$ cat config.mk
export PLATFORM = sky130hd
export DESIGN_NAME = pcm_frame_packer
export DESIGN_NICKNAME = d
export VERILOG_FILES = /design/src/rtl/pcm_frame_packer_pkg.sv /design/src/rtl/pcm_frame_packer_frame_bank.sv /design/src/rtl/pcm_frame_packer.sv
export SDC_FILE = /design/constraint.sdc
export NUM_CORES = 1
export LEC_CHECK = 0
export CAP_MARGIN = 30
export CORE_ASPECT_RATIO = 1.75
export CORE_UTILIZATION = 25
export CTS_BUF_LIST = sky130_fd_sc_hd__clkbuf_4 sky130_fd_sc_hd__clkbuf_8 sky130_fd_sc_hd__clkbuf_16
export CTS_CLUSTER_DIAMETER = 40
export DETAILED_ROUTE_END_ITERATION = 12
export PLACE_DENSITY_LB_ADDON = 0.2
export SLEW_MARGIN = 30
export SYNTH_ARGS = -nofsm -noshare
export SYNTH_HDL_FRONTEND = slang
export SYNTH_SLANG_ARGS = --single-unit
$ cat constraint.sdc
create_clock -name clk -period 3.6 [get_ports clk]
set_input_delay 0.36 -clock clk [delete_from_list [all_inputs] [get_ports clk]]
set_output_delay 0.36 -clock clk [all_outputs]
set_load 0.005 [all_outputs]
$ cat src/rtl/pcm_frame_packer_pkg.sv
// Shared defaults and read-FSM state encoding for the PCM frame packer.
package pdm_pkg;

    localparam int NCH_DEF  = 20;
    localparam int W_DEF    = 16;
    localparam int OVFW_DEF = 8;
    localparam int CHW_DEF  = (NCH_DEF > 1) ? $clog2(NCH_DEF) : 1;

    typedef enum logic [1:0] {
        IDLE = 2'd0,
        HDR  = 2'd1,
        DATA = 2'd2
    } state_t;

endpackage

$ cat src/rtl/pcm_frame_packer_frame_bank.sv
// Two-bank frame store: whole-frame write into one bank, single sample/frame-number read.
module frame_bank
    import pdm_pkg::*;
#(
    parameter int NCH = NCH_DEF,
    parameter int W   = W_DEF,
    parameter int CHW = (NCH > 1) ? $clog2(NCH) : 1
) (
    input  logic               clk,
    input  logic               rst,
    input  logic               i_wr_en,
    input  logic               i_wr_bank,
    input  logic [NCH*W-1:0]   i_wr_data,
    input  logic [W-1:0]       i_wr_frame,
    input  logic               i_rd_bank,
    input  logic [CHW-1:0]     i_rd_ch,
    output logic [W-1:0]       o_rd_sample,
    output logic [W-1:0]       o_rd_frame
);

    logic [W-1:0] r_smp [2][NCH];
    logic [W-1:0] r_fno [2];

    // Bank storage; a capture overwrites every channel of the selected bank at once.
    always_ff @(posedge clk or negedge rst) begin
        if (!rst) begin
            for (int b = 0; b < 2; b++) begin
                r_fno[b] <= {W{1'b0}};
                for (int c = 0; c < NCH; c++) begin
                    r_smp[b][c] <= {W{1'b0}};
                end
            end
        end else if (i_wr_en) begin
            r_fno[i_wr_bank] <= i_wr_frame;
            for (int c = 0; c < NCH; c++) begin
                r_smp[i_wr_bank][c] <= i_wr_data[c*W +: W];
            end
        end
    end

    assign o_rd_sample = r_smp[i_rd_bank][i_rd_ch];
    assign o_rd_frame  = r_fno[i_rd_bank];

endmodule

$ cat src/rtl/pcm_frame_packer.sv
// Captures one sample per channel per strobe into a double buffer and streams
// each frame as a header word plus NCH samples over valid/ready.
module pcm_frame_packer
    import pdm_pkg::*;
#(
    parameter int NCH  = NCH_DEF,
    parameter int W    = W_DEF,
    parameter int OVFW = OVFW_DEF
) (
    input  logic               clk,
    input  logic               rst,
    input  logic               in_valid,
    input  logic [NCH*W-1:0]   in_data,
    output logic               out_valid,
    input  logic               out_ready,
    output logic [W-1:0]       out_data,
    output logic               out_first,
    output logic               out_last,
    output logic [OVFW-1:0]    ovf_cnt,
    output logic               busy
);

    localparam int CHW = (NCH > 1) ? $clog2(NCH) : 1;

    state_t            r_state;
    logic [1:0]        r_occ;
    logic              r_wb;
    logic              r_rb;
    logic [CHW-1:0]    r_ch;
    logic [W-1:0]      r_frame_cnt;
    logic [OVFW-1:0]   r_ovf;
    logic              r_out_valid;
    logic [W-1:0]      r_out_data;
    logic              r_out_first;
    logic              r_out_last;
    logic              r_busy;

    logic              w_accept;
    logic              w_last_beat;
    logic              w_release;
    logic              w_capture;
    logic [1:0]        w_occ_next;
    logic              w_rb_next;
    logic [CHW-1:0]    w_rd_ch;
    logic [W-1:0]      w_rd_sample;
    logic [W-1:0]      w_rd_frame;
    logic [W-1:0]      w_hdr_word;

    // Handshake, occupancy and next read address; the header of a frame captured
    // this very cycle is not in the bank yet, so it is taken from the frame counter.
    always_comb begin
        w_accept    = r_out_valid & out_ready;
        w_last_beat = (r_state == DATA) && (r_ch == CHW'(NCH - 1));
        w_release   = w_accept & w_last_beat;
        w_capture   = in_valid & ((r_occ != 2'd2) | w_release);
        w_occ_next  = r_occ + {1'b0, w_capture} - {1'b0, w_release};
        w_rb_next   = w_release ? ~r_rb : r_rb;
        if ((r_state == DATA) && !w_last_beat) begin
            w_rd_ch = r_ch + CHW'(1);
        end else begin
            w_rd_ch = {CHW{1'b0}};
        end
        if (w_capture && (r_wb == w_rb_next)) begin
            w_hdr_word = r_frame_cnt;
        end else begin
            w_hdr_word = w_rd_frame;
        end
    end

    frame_bank #(
        .NCH (NCH),
        .W   (W),
        .CHW (CHW)
    ) u_bank (
        .clk         (clk),
        .rst         (rst),
        .i_wr_en     (w_capture),
        .i_wr_bank   (r_wb),
        .i_wr_data   (in_data),
        .i_wr_frame  (r_frame_cnt),
        .i_rd_bank   (w_rb_next),
        .i_rd_ch     (w_rd_ch),
        .o_rd_sample (w_rd_sample),
        .o_rd_frame  (w_rd_frame)
    );

    // Bank pointers, occupancy, frame numbering and saturating drop counter.
    always_ff @(posedge clk or negedge rst) begin
        if (!rst) begin
            r_occ       <= 2'd0;
            r_wb        <= 1'b0;
            r_rb        <= 1'b0;
            r_frame_cnt <= {W{1'b0}};
            r_ovf       <= {OVFW{1'b0}};
            r_busy      <= 1'b0;
        end else begin
            r_occ  <= w_occ_next;
            r_rb   <= w_rb_next;
            r_busy <= (w_occ_next != 2'd0);
            if (w_capture) begin
                r_wb <= ~r_wb;
            end
            if (in_valid) begin
                r_frame_cnt <= r_frame_cnt + W'(1);
            end
            if (in_valid && !w_capture && (r_ovf != {OVFW{1'b1}})) begin
                r_ovf <= r_ovf + OVFW'(1);
            end
        end
    end

    // Read FSM; output registers only change on an accept, so a stalled word stays put.
    always_ff @(posedge clk or negedge rst) begin
        if (!rst) begin
            r_state     <= IDLE;
            r_ch        <= {CHW{1'b0}};
            r_out_valid <= 1'b0;
            r_out_data  <= {W{1'b0}};
            r_out_first <= 1'b0;
            r_out_last  <= 1'b0;
        end else begin
            case (r_state)
                IDLE: begin
                    if ((r_occ != 2'd0) || w_capture) begin
                        r_state     <= HDR;
                        r_out_valid <= 1'b1;
                        r_out_data  <= w_hdr_word;
                        r_out_first <= 1'b1;
                        r_out_last  <= 1'b0;
                    end
                end
                HDR: begin
                    if (w_accept) begin
                        r_state     <= DATA;
                        r_ch        <= {CHW{1'b0}};
                        r_out_data  <= w_rd_sample;
                        r_out_first <= 1'b0;
                        r_out_last  <= (NCH == 1);
                    end
                end
                DATA: begin
                    if (w_accept) begin
                        if (!w_last_beat) begin
                            r_ch       <= w_rd_ch;
                            r_out_data <= w_rd_sample;
                            r_out_last <= (w_rd_ch == CHW'(NCH - 1));
                        end else if (w_occ_next != 2'd0) begin
                            r_state     <= HDR;
                            r_out_data  <= w_hdr_word;
                            r_out_first <= 1'b1;
                            r_out_last  <= 1'b0;
                        end else begin
                            r_state     <= IDLE;
                            r_out_valid <= 1'b0;
                            r_out_data  <= {W{1'b0}};
                            r_out_first <= 1'b0;
                            r_out_last  <= 1'b0;
                        end
                    end
                end
                default: begin
                    r_state     <= IDLE;
                    r_out_valid <= 1'b0;
                    r_out_data  <= {W{1'b0}};
                    r_out_first <= 1'b0;
                    r_out_last  <= 1'b0;
                end
            endcase
        end
    end

    assign out_valid = r_out_valid;
    assign out_data  = r_out_data;
    assign out_first = r_out_first;
    assign out_last  = r_out_last;
    assign ovf_cnt   = r_ovf;
    assign busy      = r_busy;

endmodule

==> results.cfg <==
[status]
status = finished clean

[cells_and_area]
nFillCells = 12750
layout-drive-gt1-share = 0.412
final-instance-count-excl-fill = 4507
syn2layout_area_growth_pct = 30.1
multi_input_area_um2 = 14300
register_area_um2 = 18200
nets = 3059
final_util = 0.328

[drt]
via_per_inst = 4.87
first_pass_iters = 5
post_drt_wl_per_cell_um = 25.5
vias = 21962
drt.antenna.violating_nets = 0
drt_wl_total_mm = 115
drc = 0
drt-initial-drc-count = 1200

[cts]
cts_tree = yes
clock_sinks = 727
clock-root-buffer = clkbuf_16
cts_setup_buffers = 0
cts.path.max_buffers = 3
h-tree-depth = 3
path_clk_slew_ps = 60
clk_latency_ps = 720
cts_buffers = 98

[synthesis]
yosysUniqueCellTypes = 66
synthTopCellsByArea = dfrtp_1 (55%), mux2_2 (23%), mux4_2 (8.6%)
avgSynthCellArea_um2 = 14.4
yosys.area.top_type_share = 0.549
syn_nets = 2626
synth_edf_count = 0
ys_seq_elements = 727
syn_inst = 2297
ys_async_sr_fraction = 1.00
ys_seq_area_frac = 0.549
yosys_warnings = 0
syn-cell-area_um2 = 33100
synth_area_leader_cell = dfrtp_1
synth_top_flop_cell = dfrtp_1

[critical_path]
start_kind = flop
crit_required_ps = 4200
worstSetupPathType = flop to flop
crit_fanout = 29
reg2reg_slack_ps = 110
rr_worst_depth = 11
cp.arrival_ps = 4090
cp-startpoint = r_ch[1]
crit_end = out_data[6]
rr_endpoint = out_data[6]
reg2reg_from = r_ch[1]
crit_path_end_kind = flop

[power]
leakage_nw = 17.8
comb_power_share = 0.337
finalPower_mw = 36.8
p_sw_mw = 11.4
seq_power_share = 0.389
cellPowerDensity_nw_per_um2 = 854
switching_share = 0.308
irDropWorstVdd_mv = 0.531
p_clk_frac = 0.274
p_int_mw = 25.5

[timing]
whs_ps = 151
fin_crit_ps = 3490
timing.fmax_ghz = 0.286
hold_violations = 0
setup_violations = 0
fin_tns_setup_ps = 0
period_share = 0.970
worst_pin_slew_ps = 970
clock_skew_ps = 28.5
slew-limit-headroom = 0.353
maxSlewViolCount = 0
rsz0062_at_grt = yes

[die]
die_area_um2 = 134000
die_w_um = 277
initial_core_util = 0.252
die_h_um = 484
core_um2 = 131000
placementRows = 176
ios = 352

[placement]
dp_cells = 4319
gp_congestion = 0.808
hpwlAfterDp_mm = 83.7
io_buffers = 351

[global_route]
met3_usage = 0.0369
grtUsageTotal = 0.171
met2_usage = 0.281
grt_pass1_wl_mm = 168
grt_pass1_vias = 24164
grt_max_degree = 138
grt_overflow = 0
grt_antenna_before_repair = 16
met1_usage = 0.215
grt_most_used_layer = met2

[flow_run]
drv_cap = 0

[worst_hold_path]
min_path_type = input port to asynchronous set/reset pin
## through the flow
stage                     worst slack, ps  instance area [um^2]
after global placement              -37.4                 39600
after CTS                            21.7                 43100
after global routing                -24.3                 43100
after detailed placement            -91.7                 39600
final                                 107                 43100
after floorplan                       238                 33100
## sequential cells by signal, summed over array words and instances (netlist names)
register / flops
u_bank.r_smp: 640
u_bank.r_fno: 32
out_data: 16
r_frame_cnt: 16
ovf_cnt: 8
r_ch: 5
r_occ: 2
r_state: 2
busy: 1
out_first: 1
out_last: 1
out_valid: 1
r_rb: 1
r_wb: 1
## final cells by class
cell class / count / area share
Tap cell: 1691 / 0.0491
Multi-Input combinational cell: 1396 / 0.331
Sequential cell: 727 / 0.422
Clock buffer: 127 / 0.0648
Inverter: 7 / 0.000900
Antenna cell: 7 / 0.000406
Clock inverter: 52 / 0.0142
Timing Repair Buffer: 500 / 0.117
## logic make-up (layout without fill, tap and decap cells)
group	count (synthesis)	after routing	synth area share
AOI/OAI and AO/OA	274	275	0.0588
other	0	7	0
xor gates and xnor gates	26	26	0.00687
muxes	821	821	0.321
and+or+nand+nor	269	269	0.0397
DFF	727	727	0.549
buffers and inverters	175	686	0.0227
adders and majority gates	5	5	0.00189
## worst min path at each step
stage,endpoint,cells after the start,from
2_1_floorplan,busy,0,rst
3_3_place_gp,u_bank.r_smp[294],1,rst
3_5_place_dp,u_bank.r_smp[288],1,rst
4_1_cts,u_bank.r_smp[241],2,rst
5_1_grt,u_bank.r_smp[609],2,rst
6_report,u_bank.r_smp[241],2,rst
## placed cells by master, fill, tap and decap left out, drive strengths merged, types with 36 or more instances in the layout
cell             n
o21ai           47
mux2           677
and3            38
buf            149
dfrtp          727
nand2          116
mux4           126
clkbuf         127
nand3           36
a31oi           37
nor2            37
clkdlybuf4s50  350
## per-layer routing
metal  vias up  part of all wire
met1     11595              0.42
li1       9523                 -
met5         -           0.00064
met2       654              0.48
met4        12             0.040
met3       178             0.055
## Yosys cell counts (all sizes together), types with 8 or more instances
library cell  count
mux4            126
clkbuf          136
a22oi            30
a31o             11
o21ai            47
xnor2            18
a2111oi          12
mux2            677
mux2i            18
dfrtp           727
a31oi            37
a22o             17
xor2              8
and3             38
a21oi            31
nand3            36
nor2             37
a21boi            8
nor3             11
nand2           116
o211ai           14
a211oi           15
buf              32
a221oi           14
## power groups by stage
stage | registers, mW | clock network, mW | logic [mW]
global placement | 14.2 | 0 | 12.1
CTS | 14.3 | 10.4 | 12.6
finish | 14.3 | 10.1 | 12.4
floorplan | 13.5 | 0 | 8.53
detailed placement | 14.4 | 0 | 12.5
global route | 14.8 | 10.7 | 13.3
## repair_timing
action / 4_1_cts / 5_1_grt
endpoints found under the hold margin: 168 / 0
endpoints found under the setup margin: 0 / 3
resized for setup: 0 / 2
hold buffers: 1 / 0
## critical path, cell delays in order (launching register included)
cell,delay [ps]
dfrtp_1,410
ha_1,250
and4bb_2,340
a21oi_4,230
nor2_8,80
clkinv_8,240
buf_12,240
mux4_2,530
a22oi_1,550
buf_4,210
a31oi_1,70
a31o_1,190
Power figures use the tool's default switching activity.
